<file path="config.mk">
export PLATFORM = sky130hd
export DESIGN_NAME = ysyx_22041207_mul_iter
export DESIGN_NICKNAME = d
export VERILOG_FILES = /design/src/rtl/ysyx_22041207_mul_iter.sv
export SDC_FILE = /design/constraint.sdc
export NUM_CORES = 2
export LEC_CHECK = 0
export ABC_CLOCK_PERIOD_IN_PS = 6100
export BUFFER_PORTS_ARGS = -buffer_cell sky130_fd_sc_hd__buf_4
export CAP_MARGIN = 30
export CORE_UTILIZATION = 50
export DETAILED_ROUTE_END_ITERATION = 10
export PLACE_DENSITY_LB_ADDON = 0.25
export SLEW_MARGIN = 20
export SYNTH_ARGS = -nofsm -noshare
export SYNTH_HDL_FRONTEND = slang
export SYNTH_SLANG_ARGS = --single-unit
</file>
<file path="constraint.sdc">
create_clock -name clk -period 6.1 [get_ports clk]
set_input_delay 0.915 -clock clk [delete_from_list [all_inputs] [get_ports clk]]
set_output_delay 0.915 -clock clk [all_outputs]
set_load 0.01 [all_outputs]
</file>
<file path="src/rtl/ysyx_22041207_mul_iter.sv">
// ysyx_22041207_mul_iter: iterative shift-add multiplier, responder side of the
// ALU multiply valid/ready handshake. Operands are reduced to magnitudes on
// accept, one multiplier bit is consumed per BUSY cycle, and the sign is
// re-applied over the full 2*XLEN product when the result is registered.
module ysyx_22041207_mul_iter #(
    parameter int unsigned XLEN = 64,
    parameter int unsigned WLEN = 32
) (
    input  logic            clk,
    input  logic            rst,
    input  logic            mul_valid,
    input  logic            flush,
    input  logic            mulw,
    input  logic [1:0]      mul_signed,
    input  logic [XLEN-1:0] multiplicand,
    input  logic [XLEN-1:0] multiplier,
    output logic            mul_ready,
    output logic            out_valid,
    output logic [XLEN-1:0] result_hi,
    output logic [XLEN-1:0] result_lo
);

    localparam int unsigned PLEN = 2 * XLEN;
    localparam int unsigned CW   = $clog2(XLEN + 1);
    localparam int unsigned XPAD = XLEN - WLEN;

    localparam logic [XLEN-1:0] ONE_X = XLEN'(1);
    localparam logic [PLEN-1:0] ONE_P = PLEN'(1);

    typedef enum logic [1:0] {
        S_IDLE = 2'd0,
        S_BUSY = 2'd1,
        S_DONE = 2'd2
    } state_e;

    state_e state_q, state_d;

    logic            ready_q,     ready_d;
    logic            out_valid_q, out_valid_d;
    logic [XLEN-1:0] res_hi_q,    res_hi_d;
    logic [XLEN-1:0] res_lo_q,    res_lo_d;
    logic [PLEN-1:0] acc_q,       acc_d;
    logic [PLEN-1:0] mcand_q,     mcand_d;
    logic [XLEN-1:0] mplier_q,    mplier_d;
    logic [CW-1:0]   cnt_q,       cnt_d;
    logic            neg_q,       neg_d;
    logic            wop_q,       wop_d;

    // Operand conditioning: word select/extend, sign detect, magnitude.
    logic            a_sgn, b_sgn;
    logic            a_neg, b_neg;
    logic [XLEN-1:0] a_ext, b_ext;
    logic [XLEN-1:0] a_abs, b_abs;

    // Signed result over the full product width.
    logic [PLEN-1:0] prod_c;
    logic [CW-1:0]   n_lim_c;

    assign mul_ready = ready_q;
    assign out_valid = out_valid_q;
    assign result_hi = res_hi_q;
    assign result_lo = res_lo_q;

    // Operand decode: 2'b11 is s*s, 2'b01 is s*u, anything else is u*u.
    always_comb begin
        a_sgn = mul_signed[0];
        b_sgn = (mul_signed == 2'b11);
        if (mulw) begin
            a_ext = {{XPAD{a_sgn & multiplicand[WLEN-1]}}, multiplicand[WLEN-1:0]};
            b_ext = {{XPAD{b_sgn & multiplier[WLEN-1]}},   multiplier[WLEN-1:0]};
        end else begin
            a_ext = multiplicand;
            b_ext = multiplier;
        end
        a_neg = a_sgn & a_ext[XLEN-1];
        b_neg = b_sgn & b_ext[XLEN-1];
        // Negating the most-negative value yields 2^(XLEN-1), correct as unsigned.
        a_abs = a_neg ? (~a_ext + ONE_X) : a_ext;
        b_abs = b_neg ? (~b_ext + ONE_X) : b_ext;
    end

    // Final sign application and iteration limit for the latched op width.
    always_comb begin
        prod_c  = neg_q ? (~acc_q + ONE_P) : acc_q;
        n_lim_c = wop_q ? CW'(WLEN) : CW'(XLEN);
    end

    // Next-state, datapath and output logic; flush overrides everything.
    always_comb begin
        state_d     = state_q;
        out_valid_d = 1'b0;
        res_hi_d    = res_hi_q;
        res_lo_d    = res_lo_q;
        acc_d       = acc_q;
        mcand_d     = mcand_q;
        mplier_d    = mplier_q;
        cnt_d       = cnt_q;
        neg_d       = neg_q;
        wop_d       = wop_q;

        unique case (state_q)
            S_IDLE: begin
                if (mul_valid && ready_q) begin
                    state_d  = S_BUSY;
                    acc_d    = '0;
                    mcand_d  = {{XLEN{1'b0}}, a_abs};
                    mplier_d = b_abs;
                    cnt_d    = '0;
                    neg_d    = a_neg ^ b_neg;
                    wop_d    = mulw;
                end
            end
            S_BUSY: begin
                if (cnt_q == n_lim_c) begin
                    state_d     = S_DONE;
                    out_valid_d = 1'b1;
                    if (wop_q) begin
                        res_hi_d = {XLEN{prod_c[WLEN-1]}};
                        res_lo_d = {{XPAD{prod_c[WLEN-1]}}, prod_c[WLEN-1:0]};
                    end else begin
                        res_hi_d = prod_c[PLEN-1:XLEN];
                        res_lo_d = prod_c[XLEN-1:0];
                    end
                end else begin
                    if (mplier_q[0]) begin
                        acc_d = acc_q + mcand_q;
                    end
                    mcand_d  = {mcand_q[PLEN-2:0], 1'b0};
                    mplier_d = {1'b0, mplier_q[XLEN-1:1]};
                    cnt_d    = cnt_q + CW'(1);
                end
            end
            S_DONE: begin
                state_d = S_IDLE;
            end
            default: begin
                state_d = S_IDLE;
            end
        endcase

        if (flush) begin
            state_d     = S_IDLE;
            out_valid_d = 1'b0;
            res_hi_d    = res_hi_q;
            res_lo_d    = res_lo_q;
        end

        ready_d = (state_d == S_IDLE);
    end

    // State register.
    always_ff @(posedge clk or negedge rst) begin
        if (!rst) begin
            state_q <= S_IDLE;
        end else begin
            state_q <= state_d;
        end
    end

    // Datapath and registered outputs.
    always_ff @(posedge clk or negedge rst) begin
        if (!rst) begin
            ready_q     <= 1'b0;
            out_valid_q <= 1'b0;
            res_hi_q    <= '0;
            res_lo_q    <= '0;
            acc_q       <= '0;
            mcand_q     <= '0;
            mplier_q    <= '0;
            cnt_q       <= '0;
            neg_q       <= 1'b0;
            wop_q       <= 1'b0;
        end else begin
            ready_q     <= ready_d;
            out_valid_q <= out_valid_d;
            res_hi_q    <= res_hi_d;
            res_lo_q    <= res_lo_d;
            acc_q       <= acc_d;
            mcand_q     <= mcand_d;
            mplier_q    <= mplier_d;
            cnt_q       <= cnt_d;
            neg_q       <= neg_d;
            wop_q       <= wop_d;
        end
    end

endmodule

</file>
==> results.ini <==
[outcome]
status=completed

[logic_synthesis]
synth_top_area_cell=dfrtp_1
yosysUniqueCellTypes=73
ys.warnings.count=0
syn_avg_cell_area_sq_um=7.77
netlist_area_sq_mm=0.0333
async_reset_ff_share_pct=100
synthesis.nets=4549
synth.yosys.seq_area_share_pct=34.7
synth_area_leaders=dfrtp_1 (35%), o21ai_0 (8.7%), nand2_1 (6.9%)
synth_edf_count=0
ys_ff_latch=461
synthCells=4281
synth_top_area_share_pct=34.7
synthFlopType=dfrtp_1

[clock_tree]
cts_resized=0
clk_pin_slew_ns=0.06
root_buffer=clkbuf_16
clk_latency_ns=0.63
cts_tree=yes
cts.sinks=461
clockBufferDepth=3
cts_buffers=53
htree_levels=2
cts_hold_buf=0
post-cts-setup-buffers=0

[final_layout]
seq_area_sq_mm=0.0115
final_common_cell=nand2_1
post_route_cells_drive_above_1_share_pct=10.3
layout_common_cells=nand2_1 (611), o21ai_0 (577), dfrtp_1 (459)
multi_input_area_sq_mm=0.0205
fill_cells=6260
final_nets=4632
syn_to_final_growth_pct=12.6

[timing]
hold_viol=0
holdWs_ns=0.313
min_period_ns=5.09
tightestPinTransition_ns=1.11
skew_ns=0.0420
relSlewSlack_pct=24.9
rsz0062_at_grt=false
finalSetupViolations=0
drv_slew=0
tns_ns=0
max_freq_ghz=0.196
fin_crit_sh_pct=83.5

[critical_path]
cp.required_ns=6.61
worstSetupEndpoint=result_hi[54]$_DFFE_PN0P_
critPathCaptureType=flip-flop
worstPathArrival_ns=5.61
startpoint_type=flip-flop
crit_fanout=7
rr_endpoint=result_hi[54]$_DFFE_PN0P_
startpoint=acc_q[21]$_DFFE_PN0P_
worstReg2RegStart=acc_q[21]$_DFFE_PN0P_
crit_type=flip-flop to flip-flop
ff2ff_setup_slack_ns=1.01
reg2reg_depth=12

[global_routing]
grt_pass1_wl_um=174000
antenna_found_initial=1
grt_usage_pct=32.6
grt.overflow.total=0
grt_max_degree=105
grt_pass1_vias=30200

[floorplan]
die_y_um=260
rows=94
design.die.area_sq_mm=0.0676
core_sq_mm=0.0659
io_pins=265
start_util_pct=50.5
die_w_um=260

[routing]
routed_wirelength_um=112000
post-route-drc-count=0
drt-initial-drc-count=3352
wl_per_cell_um=21.3
antenna_left=0
first_pass_iters=6
dr_total_vias=32600
vias_per_cell=6.20

[power_and_ir_drop]
p_per_area_mw_per_mm2=340
p_leak_nw=16.3
worst_ir_drop_vdd_uv=245

[placed_design]
finalWeightedCongestion=1.03
port_buffers=264
dp_hpwl_um=84800

[job]
maxCapViolCount=0

[hold_path]
hp-class=input pin to asynchronous set/reset pin

==> cell families (layout without fill, tap and decap cells) <==
kind of cell,after synthesis,count (layout),synth area share (%)
mux,5,5,0.150
xor+xnor,348,348,9.16
fa+ha+maj,133,133,5.02
buf+inv,339,460,3.90
compound gates,1454,1454,25.8
flops,461,461,34.7
other cells,0,1,0
simple gates,1541,1541,21.3
==> per-layer routing <==
| metal | wire length, um | vias to the layer above | GRT usage, % | part of all wire [%] |
|---|---|---|---|---|
| met3 | 8670 | 183 | 4.84 | 7.7 |
| met4 | 4080 | 0 | 11.4 | 3.6 |
| li1 | - | 15500 | - | - |
| met1 | 49200 | 15600 | 45.9 | 44 |
| met5 | 0 | - | 0 | 0 |
| met2 | 50300 | 1330 | 51.0 | 45 |
==> critical path: stages, from the launching register on <==
cell and delay, ns:
dfrtp_1 0.46, or4_4 0.58, nor4_4 0.28, nand4_1 0.30
nor4_1 0.81, nand3_1 0.48, nor2_1 0.54, nand2_1 0.27
or2_2 0.45, o31ai_1 0.31, xor2_1 0.25, o211ai_1 0.11
o21a_1 0.15
==> power by group <==
group / internal [mW] / leakage (nW) / switching [mW]
clock: 1.84 / 0.824 / 1.36
combinational: 1.93 / 9.59 / 3.32
sequential: 3.58 / 5.91 / 0.714
total: 7.34 / 16.3 / 5.38
==> sequential cells by signal (all words and copies together), names as in the netlist <==
register	flops
acc_q	128
mcand_q	128
mplier_q	64
result_hi	64
result_lo	64
cnt_q	7
state_q	2
mul_ready	1
neg_q	1
out_valid	1
wop_q	1
==> worst min-delay path by stage <==
stage | endpoint | cells past startpoint | startpoint
finish | result_hi[2]$_DFFE_PN0P_ | 1 | rst
detailed placement | mplier_q[10]$_DFFE_PN0P_ | 2 | mplier_q[10]$_DFFE_PN0P_
global placement | mplier_q[2]$_DFFE_PN0P_ | 2 | mplier_q[2]$_DFFE_PN0P_
global route | result_hi[6]$_DFFE_PN0P_ | 1 | rst
CTS | result_hi[2]$_DFFE_PN0P_ | 1 | rst
floorplan | mplier_q[63]$_DFFE_PN0P_ | 2 | mplier_q[63]$_DFFE_PN0P_
==> synth_stat cells, drive strengths merged (5+ instances only) <==
library cell  number
nand2            613
o21ai            579
dfrtp            461
a21oi            412
nor2             363
clkbuf           251
xnor2            188
xor2             160
ha               132
nand3            132
a21o              88
nor3              83
o31ai             75
or3               68
nand4             66
inv               55
o21bai            52
nor4              45
or4               41
o21a              35
buf               33
o41ai             33
a31oi             31
o211ai            31
nand2b            29
or2               24
and2              18
and3              18
o22a              18
a211oi            15
a221oi            14
nor2b             14
o22ai             12
a21boi             9
a221o              8
nor3b              6
nor4b              6
o221ai             6
a311oi             5
mux2i              5
nand4b             5
==> final cells by class <==
class | instances | share of cell area (%)
Clock inverter | 22 | 0.628
Tap cell | 864 | 2.89
Antenna cell | 1 | 0.00668
Multi-Input combinational cell | 3481 | 54.8
Clock buffer | 71 | 3.88
Inverter | 55 | 0.551
Sequential cell | 461 | 30.8
Timing Repair Buffer | 312 | 6.45
==> through the flow <==
| stage | util (%) | power, mW | area [sq um] | setup WS, ns | cells |
|---|---|---|---|---|---|
| CTS | 56.8 | 12.7 | 37400 | 1.19 | 5264 |
| floorplan | - | 7.75 | 33300 | 1.82 | 4281 |
| global route | 56.9 | 13.4 | 37500 | 0.895 | 5267 |
| finish | 56.9 | 12.7 | 37500 | 1.01 | 5267 |
| global placement | 54.3 | 9.40 | 35700 | 0.839 | 5171 |
| detailed placement | 54.3 | 9.45 | 35700 | 0.745 | 5171 |
Power figures use the tool's default switching activity.
